===== src/rtl/ex_muldiv_pkg.sv =====
// ex_muldiv_pkg: shared op codes, FSM state encoding and helpers for the
// iterative multiply/divide unit.
package ex_muldiv_pkg;

    localparam logic [1:0] MULDIV_OP_MULT  = 2'b00;
    localparam logic [1:0] MULDIV_OP_MULTU = 2'b01;
    localparam logic [1:0] MULDIV_OP_DIV   = 2'b10;
    localparam logic [1:0] MULDIV_OP_DIVU  = 2'b11;

    typedef logic [1:0] muldiv_op_t;

    typedef enum logic [1:0] {
        ST_IDLE = 2'b00,
        ST_MUL  = 2'b01,
        ST_DIV  = 2'b10,
        ST_FIX  = 2'b11
    } muldiv_state_e;

    // op[0]=0 selects the signed variant (MULT/DIV).
    function automatic logic op_is_signed(input muldiv_op_t op);
        return ~op[0];
    endfunction

endpackage


===== src/rtl/ex_muldiv_div_step.sv =====
// ex_muldiv_div_step: one combinational restoring-division step.
// Ports:
//   rem_i     - partial remainder before the step (always < divisor)
//   bit_i     - next dividend bit, MSB first
//   divisor_i - divisor magnitude
//   rem_o     - partial remainder after the step
//   q_o       - quotient bit produced by the step
module ex_muldiv_div_step
    import ex_muldiv_pkg::*;
#(
    parameter int DATA_WIDTH = 32
) (
    input  logic [DATA_WIDTH-1:0] rem_i,
    input  logic                  bit_i,
    input  logic [DATA_WIDTH-1:0] divisor_i,
    output logic [DATA_WIDTH-1:0] rem_o,
    output logic                  q_o
);
    // The shifted remainder needs one extra bit before the trial subtract.
    logic [DATA_WIDTH:0] shifted;
    logic [DATA_WIDTH:0] rem_full;
    logic                unused_rem_msb;

    assign shifted  = {rem_i, bit_i};
    assign q_o      = (shifted >= {1'b0, divisor_i});
    assign rem_full = q_o ? (shifted - {1'b0, divisor_i}) : shifted;
    // After a step the remainder is again below the divisor, so the MSB is 0.
    assign rem_o          = rem_full[DATA_WIDTH-1:0];
    assign unused_rem_msb = rem_full[DATA_WIDTH];

endmodule


===== src/rtl/ex_muldiv.sv =====
// ex_muldiv: iterative MULT/MULTU/DIV/DIVU unit with architectural HI/LO.
// Optional feature macro: MULDIV_FAST_MUL_EN (single-cycle W x W multiply,
// IDLE -> FIX directly for MULT/MULTU).
// Ports:
//   clk, rst          - clock, async active-high reset
//   flush             - abort in-flight MUL/DIV (FIX still commits)
//   start, op         - request an operation (sampled in IDLE only)
//   operand_1/2       - rs/rt values
//   hi/lo_write_en    - MTHI/MTLO strobes (IDLE only), with hi/lo_write_data
//   busy              - unit not idle (stall request)
//   done              - one-cycle pulse while the result is being committed
//   hi, lo            - HI/LO registers
module ex_muldiv
    import ex_muldiv_pkg::*;
#(
    parameter int DATA_WIDTH = 32,
    parameter int CNT_WIDTH  = $clog2(DATA_WIDTH) + 1
) (
    input  logic                  clk,
    input  logic                  rst,
    input  logic                  flush,
    input  logic                  start,
    input  logic [1:0]            op,
    input  logic [DATA_WIDTH-1:0] operand_1,
    input  logic [DATA_WIDTH-1:0] operand_2,
    input  logic                  hi_write_en,
    input  logic                  lo_write_en,
    input  logic [DATA_WIDTH-1:0] hi_write_data,
    input  logic [DATA_WIDTH-1:0] lo_write_data,
    output logic                  busy,
    output logic                  done,
    output logic [DATA_WIDTH-1:0] hi,
    output logic [DATA_WIDTH-1:0] lo
);
    localparam int W = DATA_WIDTH;
    localparam logic [CNT_WIDTH-1:0] LAST = CNT_WIDTH'(W - 1);

    muldiv_state_e   state_q, state_d;
    logic [W-1:0]    a_q, a_d;        // multiplicand magnitude
    logic [W-1:0]    b_q, b_d;        // divisor magnitude
    logic [2*W-1:0]  acc_q, acc_d;    // {partial product, remaining multiplier}
    logic [W-1:0]    rem_q, rem_d;
    logic [W-1:0]    quo_q, quo_d;    // dividend bits shift out, quotient bits in
    logic [CNT_WIDTH-1:0] cnt_q, cnt_d;
    logic            sgnq_q, sgnq_d;
    logic            sgnr_q, sgnr_d;
    logic            dv_q, dv_d;      // result in FIX comes from the divider
    logic [W-1:0]    hi_q, hi_d;
    logic [W-1:0]    lo_q, lo_d;

    logic            s1, s2;
    logic [W-1:0]    op1_abs, op2_abs;
    logic [W:0]      mul_sum;
    logic [2*W-1:0]  prod_fix;
    logic [W-1:0]    step_rem;
    logic            step_q;

    assign s1      = op_is_signed(op) & operand_1[W-1];
    assign s2      = op_is_signed(op) & operand_2[W-1];
    assign op1_abs = s1 ? -operand_1 : operand_1;
    assign op2_abs = s2 ? -operand_2 : operand_2;

    // Shift-add: add multiplicand into the upper half when the multiplier
    // LSB (acc[0]) is set, then shift the whole accumulator right.
    assign mul_sum  = {1'b0, acc_q[2*W-1:W]} + (acc_q[0] ? {1'b0, a_q} : '0);
    assign prod_fix = sgnq_q ? -acc_q : acc_q;

    ex_muldiv_div_step #(.DATA_WIDTH(W)) u_div_step (
        .rem_i     (rem_q),
        .bit_i     (quo_q[W-1]),
        .divisor_i (b_q),
        .rem_o     (step_rem),
        .q_o       (step_q)
    );

    always_comb begin
        state_d = state_q;
        a_d     = a_q;
        b_d     = b_q;
        acc_d   = acc_q;
        rem_d   = rem_q;
        quo_d   = quo_q;
        cnt_d   = cnt_q;
        sgnq_d  = sgnq_q;
        sgnr_d  = sgnr_q;
        dv_d    = dv_q;
        hi_d    = hi_q;
        lo_d    = lo_q;
        case (state_q)
            ST_IDLE: begin
                if (hi_write_en) hi_d = hi_write_data;
                if (lo_write_en) lo_d = lo_write_data;
                if (start && !flush) begin
                    a_d    = op1_abs;
                    b_d    = op2_abs;
                    sgnq_d = s1 ^ s2;
                    sgnr_d = s1;
                    cnt_d  = '0;
                    dv_d   = op[1];
                    if (op[1]) begin
                        rem_d   = '0;
                        quo_d   = op1_abs;
                        state_d = ST_DIV;
                        // Divide by zero: preload the fixed result and let
                        // FIX commit it unsigned.
                        if (operand_2 == '0) begin
                            rem_d   = operand_1;
                            quo_d   = '1;
                            sgnq_d  = 1'b0;
                            sgnr_d  = 1'b0;
                            state_d = ST_FIX;
                        end
                    end else begin
`ifdef MULDIV_FAST_MUL_EN
                        acc_d   = {{W{1'b0}}, op1_abs} * {{W{1'b0}}, op2_abs};
                        state_d = ST_FIX;
`else
                        acc_d   = {{W{1'b0}}, op2_abs};
                        state_d = ST_MUL;
`endif
                    end
                end
            end
            ST_MUL: begin
                if (flush) begin
                    state_d = ST_IDLE;
                end else begin
                    acc_d = {mul_sum, acc_q[W-1:1]};
                    cnt_d = cnt_q + CNT_WIDTH'(1);
                    if (cnt_q == LAST) state_d = ST_FIX;
                end
            end
            ST_DIV: begin
                if (flush) begin
                    state_d = ST_IDLE;
                end else begin
                    rem_d = step_rem;
                    quo_d = {quo_q[W-2:0], step_q};
                    cnt_d = cnt_q + CNT_WIDTH'(1);
                    if (cnt_q == LAST) state_d = ST_FIX;
                end
            end
            ST_FIX: begin
                // Commit happens regardless of flush.
                if (dv_q) begin
                    lo_d = sgnq_q ? -quo_q : quo_q;
                    hi_d = sgnr_q ? -rem_q : rem_q;
                end else begin
                    hi_d = prod_fix[2*W-1:W];
                    lo_d = prod_fix[W-1:0];
                end
                state_d = ST_IDLE;
            end
            default: state_d = ST_IDLE;
        endcase
    end

    always_ff @(posedge clk or posedge rst) begin
        if (rst) begin
            state_q <= ST_IDLE;
            a_q     <= '0;
            b_q     <= '0;
            acc_q   <= '0;
            rem_q   <= '0;
            quo_q   <= '0;
            cnt_q   <= '0;
            sgnq_q  <= 1'b0;
            sgnr_q  <= 1'b0;
            dv_q    <= 1'b0;
            hi_q    <= '0;
            lo_q    <= '0;
        end else begin
            state_q <= state_d;
            a_q     <= a_d;
            b_q     <= b_d;
            acc_q   <= acc_d;
            rem_q   <= rem_d;
            quo_q   <= quo_d;
            cnt_q   <= cnt_d;
            sgnq_q  <= sgnq_d;
            sgnr_q  <= sgnr_d;
            dv_q    <= dv_d;
            hi_q    <= hi_d;
            lo_q    <= lo_d;
        end
    end

    assign busy = (state_q != ST_IDLE);
    assign done = (state_q == ST_FIX);
    assign hi   = hi_q;
    assign lo   = lo_q;

endmodule


===== config.mk =====
export PLATFORM = sky130hd
export DESIGN_NAME = ex_muldiv
export DESIGN_NICKNAME = d
export VERILOG_FILES = /design/src/rtl/ex_muldiv_pkg.sv /design/src/rtl/ex_muldiv_div_step.sv /design/src/rtl/ex_muldiv.sv
export SDC_FILE = /design/constraint.sdc
export NUM_CORES = 1
export LEC_CHECK = 0
export BUFFER_PORTS_ARGS = -buffer_cell sky130_fd_sc_hd__buf_2
export CAP_MARGIN = 25
export CELL_PAD_IN_SITES_DETAIL_PLACEMENT = 1
export CELL_PAD_IN_SITES_GLOBAL_PLACEMENT = 2
export CORE_MARGIN = 5
export CORE_UTILIZATION = 32
export CTS_BUF_LIST = sky130_fd_sc_hd__clkbuf_16
export CTS_CLUSTER_DIAMETER = 200
export CTS_CLUSTER_SIZE = 28
export DETAILED_ROUTE_END_ITERATION = 7
export GPL_TIMING_DRIVEN = 0
export PLACE_DENSITY = 0.84
export REMOVE_ABC_BUFFERS = 1
export SLEW_MARGIN = 20
export SYNTH_ARGS = -nofsm -noshare
export SYNTH_HDL_FRONTEND = slang
export SYNTH_SLANG_ARGS = --single-unit

===== constraint.sdc =====
create_clock -name clk -period 7.8 [get_ports clk]
set_input_delay 0 -clock clk [delete_from_list [all_inputs] [get_ports clk]]
set_output_delay 0 -clock clk [all_outputs]
set_load 0.005 [all_outputs]

==> run metrics, run 1 <==
full die area 66660 µm²; fmax 223.3 MHz; wire length on met3 2871 µm; Syn Inst Count 2476; FFs w/ async S/R, synth 1.000; Area growth syn-to-layout 19.05%; count of final hold-check violations 0; Cell Area, Synth 19710 µm²; core area 61370 µm²; Worst Hold Class in -> reg; #FFs+latches synth 267; CP peak stage delay 0.69 ns; drt total wl 80220 µm; post-CTS setup buffers 0; clock network power share 0.081; period utilization 0.5742; hold_ws 0.02205 ns; Final ANT Viol Nets 0; skew final 0.03803 ns; Internal 4.862 mW; antenna violations before repair 5; CTS sink cnt 267; Tightest Pin Transition 0.9674 ns; metal1 wirelength 35770 µm; Adder-Cell Fraction of Synth Area 0.04900; sequential share of the synthesized area 0.3389; nets 2910; crit-path max FO 31; dpl ws 3.373 ns; post-synthesis compound-gate area fraction 0.2480; switching share of total power 0.5255; port buffer count 201; syn_area_per_cell 7.961 µm²; Crit path required time 8.25 ns; WP data arrival 4.93 ns; CP endpoint kind register; outcome finished clean; post-DR vias/cell 5.672; post-layout util 0.3824; synth warn 0; Slew headroom 0.3551; row cnt 91; clock buffer depth 3; GR Util All Layers 0.2317; WP buf/inv 0; Detailed Route Iter0 Violations 1339; Root Driver clkbuf_16; layout cells sized above 1 0.1089; global-route wire length before repair 123600 µm; CP delay by family, top simple AND/OR/NAND/NOR gates; grt ovf 0; P_leak 9.891 nW; slack of the critical path 3.321 ns; Sequential Power Share 0.293; clk slew on worst S/H paths 0.13 ns; Synth cell types 70; WL met2 39010 µm; RSZ-0062 raised after global routing false; post-DR wirelength/cell 22.96 µm; EDFF count, synth 0; initial core utilization 0.3212; Main synth FF type dfrtp_1; DR pass1 iterations 5; fin. max-slew vios 0; worst path cell trace ha_1 > and2_1 > a21o_1 > a21oi_1 > nor4b_1 > a211oi_1 > nor3_1 > or2_2 > mux2_2 > a31oi_1; # DRC 0; top routing layer in use met5; die width 258.2 µm; vias in the first global route 20809; Clock Latency Late Sink 0.54 ns; die height 258.2 µm; CTS tree done; final RePlAce weighted congestion 0.9403; Net Sw Power 5.385 mW; Max H-tree Level 1; Setup CP Type reg -> reg; # IOs 202; Max VDD drop 0.0001671 V; Gate power share 0.626; post-synthesis simple-gate area fraction 0.1954; PD cells 436.6 nW/µm²; multiplexer share of the synthesized area 0.02202; CTS buffer count 13; combinational family with the most area after synthesis compound AO/OA/AOI/OAI gates; CP max-delay cell nor4b_1; setup violators final 0; vias post-DR 19817; maxcap violations 0; Setup TNS 0 ns; dpl hpwl 61130 µm; Synth Area in XOR/XNOR 0.1035; largest net degree at the start of global routing 101; Period minus WS final 4.479 ns; CP Launch Type register
-- registers in the layout (all words and copies together), names as in the netlist --
signal   count
acc_q       64
a_q         32
b_q         32
hi          32
lo          32
quo_q       32
rem_q       32
cnt_q        6
state_q      2
dv_q         1
sgnq_q       1
sgnr_q       1
-- worst paths after layout --
| path | start | end | slack, ns | cells after the start |
|---|---|---|---|---|
| max in group asynchronous | rst | acc_q[18]$_DFFE_PP0P_ | 6.39 | 5 |
| worst min-delay path | hi_write_en | hi[25]$_DFFE_PP0P_ | 0.02 | 4 |
| worst max register to register | rem_q[10]$_DFFE_PP0P_ | rem_q[3]$_DFFE_PP0P_ | 3.32 | 10 |
| min in group asynchronous | rst | acc_q[55]$_DFFE_PP0P_ | 0.03 | 3 |
| worst min register to register | a_q[5]$_DFFE_PP0P_ | a_q[5]$_DFFE_PP0P_ | 0.49 | 2 |
| worst max-delay path | rem_q[10]$_DFFE_PP0P_ | rem_q[3]$_DFFE_PP0P_ | 3.32 | 10 |
-- metrics by stage --
stage,area [µm²],std cells,total power [mW]
global placement,21120,3315,8.915
detailed placement,21720,3334,9.288
floorplan,19120,2324,6.893
CTS,23460,3489,10.21
finish,23470,3494,10.25
global route,23460,3490,11.03
-- what timing repair did --
action                    CTS  global route
hold buffers              139             0
hold endpoints to repair  263             0
gates resized for setup     0             0
-- synth_stat cells (9+ instances only) --
| library cell | n | area share |
|---|---|---|
| a211oi_1 | 15 | 0.0057 |
| a21o_1 | 37 | 0.014 |
| a21oi_1 | 236 | 0.060 |
| a221oi_1 | 9 | 0.0040 |
| a31oi_1 | 26 | 0.0083 |
| and2_1 | 40 | 0.013 |
| and3_1 | 29 | 0.0092 |
| buf_1 | 15 | 0.0029 |
| clkbuf_1 | 133 | 0.025 |
| dfrtp_1 | 267 | 0.34 |
| ha_1 | 74 | 0.047 |
| inv_1 | 70 | 0.013 |
| mux2_2 | 9 | 0.0051 |
| mux2i_1 | 31 | 0.016 |
| nand2_1 | 345 | 0.066 |
| nand2b_1 | 21 | 0.0067 |
| nand3_1 | 52 | 0.013 |
| nand4_1 | 20 | 0.0063 |
| nor2_1 | 144 | 0.027 |
| nor2b_1 | 17 | 0.0054 |
| nor3_1 | 41 | 0.010 |
| nor3b_1 | 15 | 0.0057 |
| nor4_1 | 20 | 0.0063 |
| o211ai_1 | 19 | 0.0072 |
| o21ai_0 | 291 | 0.074 |
| o22ai_1 | 40 | 0.013 |
| o31ai_1 | 57 | 0.022 |
| o32a_1 | 9 | 0.0046 |
| o41ai_1 | 26 | 0.012 |
| or2_2 | 9 | 0.0029 |
| or3_1 | 30 | 0.0095 |
| or4_1 | 14 | 0.0053 |
| xnor2_1 | 122 | 0.054 |
| xor2_1 | 111 | 0.049 |
-- power groups by stage --
| stage | clock (mW) | sequential [mW] | combinational [mW] |
|---|---|---|---|
| global placement | 0 | 3.05 | 5.87 |
| CTS | 0.850 | 2.98 | 6.38 |
| detailed placement | 0 | 3.01 | 6.28 |
| floorplan | 0 | 2.70 | 4.20 |
| finish | 0.833 | 3.00 | 6.41 |
| global route | 0.894 | 3.09 | 7.04 |
-- final cells by class --
class | count | area, µm²
Tap cell | 790 | 988.4
Clock buffer | 13 | 325.3
Timing Repair Buffer | 359 | 2841
Fill cell | 7325 | 37900
Inverter | 70 | 270.3
Clock inverter | 3 | 23.77
Antenna cell | 5 | 12.51
Multi-Input combinational cell | 1987 | 12320
Sequential cell | 267 | 6690
-- kinds of logic after synthesis --
family	Yosys count
xor gates and xnor gates	233
and+or+nand+nor	815
adders and majority gates	76
AOI/OAI and AO/OA	822
DFF	267
buffers and inverters	222
muxes	41
-- placed cells by master, fill, tap and decap left out, drive strengths merged, types with 26 or more instances in the layout --
| master | Yosys | final |
|---|---|---|
| dfrtp | 267 | 267 |
| ha | 74 | 74 |
| nand2 | 345 | 345 |
| o41ai | 26 | 26 |
| nor3 | 42 | 42 |
| mux2i | 31 | 31 |
| o22ai | 40 | 40 |
| and3 | 29 | 29 |
| a31oi | 26 | 26 |
| buf | 19 | 220 |
| nand3 | 52 | 52 |
| a21o | 37 | 37 |
| inv | 70 | 72 |
| xor2 | 111 | 111 |
| xnor2 | 122 | 122 |
| nor2 | 145 | 145 |
| dlygate4sd3 | 0 | 139 |
| o21ai | 296 | 296 |
| a21oi | 236 | 236 |
| or3 | 32 | 32 |
| and2 | 40 | 40 |
| o31ai | 57 | 57 |
-- tightest hold or removal path, delay by kind of cell --
kind                   cells  cell delay, ns
AO/OA/AOI/OAI              3            0.39
buffers and inverters      1            0.13
-- per-layer routing --
| metal | vias up | global-route usage |
|---|---|---|
| met5 | - | 0 |
| met4 | 4 | 0.07164 |
| met3 | 120 | 0.02366 |
| met2 | 455 | 0.4045 |
| met1 | 9936 | 0.3033 |
| li1 | 9302 | - |
Note: power is estimated with default switching activity, not from simulation.
==> inputs of run 2 (changes only) <==
--- a/config.mk
+++ b/config.mk
@@ -10,13 +10,13 @@
 export CELL_PAD_IN_SITES_DETAIL_PLACEMENT = 1
 export CELL_PAD_IN_SITES_GLOBAL_PLACEMENT = 2
 export CORE_MARGIN = 5
-export CORE_UTILIZATION = 32
+export CORE_UTILIZATION = 36
 export CTS_BUF_LIST = sky130_fd_sc_hd__clkbuf_16
 export CTS_CLUSTER_DIAMETER = 200
 export CTS_CLUSTER_SIZE = 28
 export DETAILED_ROUTE_END_ITERATION = 7
 export GPL_TIMING_DRIVEN = 0
-export PLACE_DENSITY = 0.84
+export PLACE_DENSITY = 0.88
 export REMOVE_ABC_BUFFERS = 1
 export SLEW_MARGIN = 20
 export SYNTH_ARGS = -nofsm -noshare
==> constraint.sdc (replaced) <==
create_clock -name clk -period 4.5 [get_ports clk]
set_input_delay 0 -clock clk [delete_from_list [all_inputs] [get_ports clk]]
set_output_delay 0 -clock clk [all_outputs]
set_load 0.005 [all_outputs]
==> run 2 against run 1 <==
Net effect: sequential share of layout area up 0.14 points; largest cell class unchanged; combinational power up 73%; highest routed layer unchanged; non-clock buffer count unchanged; largest power group unchanged.
==> run metrics, run 2 (synthesized netlist as in run 1, its figures left out) <==
full die area 59540 µm²; Slew headroom 0.3718; CTS buffer count 13; Gate power share 0.626; vias in the first global route 20614; period utilization 0.9618; hold_ws 0.03026 ns; clock network power share 0.080; # IOs 202; P_leak 9.901 nW; core area 54030 µm²; post-DR vias/cell 5.837; max reg flops 64; worst r2r dst rem_q[3]$_DFFE_PP0P_; CP max-delay cell nor3_1; worst path cell trace ha_1 > a21o_1 > a31oi_1 > a21oi_1 > o21bai_1 > a211oi_1 > nor3_1 > or2_2 > mux2_2 > a31oi_1; Root Driver clkbuf_16; hold path endpoint rem_q[27]$_DFFE_PP0P_; slack of the critical path 0.1721 ns; Internal 8.433 mW; Area growth syn-to-layout 18.47%; Sequential Power Share 0.294; Tightest Pin Transition 0.9424 ns; crit-path max FO 31; switching share of total power 0.5224; commonest non-fill, non-tap cell in the layout nand2_1; Final ANT Viol Nets 0; Non-Filler Instances 3396; count of final hold-check violations 0; Max VDD drop 0.0003412 V; Net Sw Power 9.225 mW; clock buffer depth 3; grt ovf 0; Period minus WS final 4.328 ns; CP delay by family, top compound AO/OA/AOI/OAI gates; cell mode on critical path a31oi_1; Worst Hold Class in -> reg; die width 244 µm; R2R setup slack 0.17 ns; most frequent cells in the layout nand2_1, o21ai_0, dfrtp_1, a21oi_1, buf_2; DR pass1 iterations 5; WP buf/inv 0; dpl ws 0.04936 ns; Reg2Reg Depth 10; CTS tree done; Top reg by flops acc_q; wire length on met3 3077 µm; Min-Delay Startpoint operand_1[27]; row cnt 85; Inst Count DP 3241; clk slew on worst S/H paths 0.12 ns; WP data arrival 4.77 ns; port buffer count 201; CTS sink cnt 267; antenna violations before repair 4; metal1 wirelength 34680 µm; CP Launch Type register; # DRC 0; vias post-DR 19822; fmax 231.1 MHz; skew final 0.03180 ns; Clock Latency Late Sink 0.52 ns; PD cells 756.1 nW/µm²; RSZ-0062 raised after global routing false; hold path depth 5; post-CTS setup buffers 0; Max H-tree Level 1; setup violators final 0; Pwr Total 17.66 mW; CP peak stage delay 0.70 ns; worst r2r src rem_q[3]$_DFFE_PP0P_; initial core utilization 0.3649; final RePlAce weighted congestion 0.9309; maxcap violations 0; Detailed Route Iter0 Violations 1247; dpl hpwl 59700 µm; Crit path required time 4.94 ns; Setup CP Type reg -> reg; WL met2 37640 µm; layout cells sized above 1 0.1093; post-DR wirelength/cell 23.06 µm; outcome finished clean; CP endpoint kind register; largest net degree at the start of global routing 95; GR Util All Layers 0.2537; drt total wl 78320 µm; nets 2910; fin. max-slew vios 0; die height 244 µm; top routing layer in use met5; global-route wire length before repair 121400 µm
-- run 2: changes by cell type in the layout (fill, tap and decap cells not counted) --
cell and change:
inv_2 -1, nor4b_1 -1, nor4b_2 +1, dlygate4sd3_1 -2, inv_1 +1, diode_2 -4, o21ai_1 +1, buf_8 +2
o21ai_2 -1
-- run 2: through the flow --
step                setup TNS, ns    util  area, µm²
finish                          0  0.4323      23350
global route                    0  0.4322      23350
CTS                             0  0.4318      23330
detailed placement              0  0.4000      21610
global placement         -2078.75  0.3887      21000
floorplan                 -768.03       -      19120
-- run 2: how the worst max path moves through the flow --
stage / from / to / slack, ns / cells after the start
CTS: rem_q[10]$_DFFE_PP0P_ / rem_q[3]$_DFFE_PP0P_ / 0.02 / 10
detailed placement: rem_q[10]$_DFFE_PP0P_ / rem_q[3]$_DFFE_PP0P_ / 0.05 / 10
floorplan: rst / a_q[0]$_DFFE_PP0P_ / -2.85 / 1
global placement: rst / lo[11]$_DFFE_PP0P_ / -6.46 / 2
finish: rem_q[3]$_DFFE_PP0P_ / rem_q[3]$_DFFE_PP0P_ / 0.17 / 10
global route: rem_q[3]$_DFFE_PP0P_ / rem_q[3]$_DFFE_PP0P_ / 0.009 / 10
-- run 2: layout make-up --
| class | instances | area (µm²) |
|---|---|---|
| Fill cell | 6509 | 30670 |
| Multi-Input combinational cell | 1987 | 12320 |
| Sequential cell | 267 | 6690 |
| Timing Repair Buffer | 359 | 2851 |
| Tap cell | 696 | 870.8 |
| Clock buffer | 13 | 325.3 |
| Inverter | 70 | 270.3 |
| Clock inverter | 3 | 23.77 |
| Antenna cell | 1 | 2.502 |
-- run 2: power by group through the flow --
stage | clock [mW] | sequential [mW] | combinational (mW)
finish | 1.41 | 5.19 | 11.1
detailed placement | 0 | 5.21 | 10.8
global placement | 0 | 5.27 | 10.1
CTS | 1.46 | 5.15 | 11.0
floorplan | 0 | 4.68 | 7.27
global route | 1.52 | 5.34 | 12.2
-- run 2: timing repair --
action / in CTS / in global routing
hold buffers: 137 / 0
endpoints found under the setup margin: 0 / 23
hold endpoints to repair: 378 / 0
resized for setup: 0 / 1
-- run 2: layer usage --
layer	GRT usage	vias to the layer above
li1	-	9289
met5	0	-
met1	0.3353	9936
met2	0.4392	451
met4	0.08513	6
met3	0.02304	140
-- run 2: worst register-to-register path: stages, from the launching register on --
cell and delay, ns:
dfrtp_1 0.52, ha_1 0.42, a21o_1 0.20, a31oi_1 0.22, a21oi_1 0.18, o21bai_1 0.51
a211oi_1 0.21, nor3_1 0.70, or2_2 0.65, mux2_2 0.44, a31oi_1 0.20
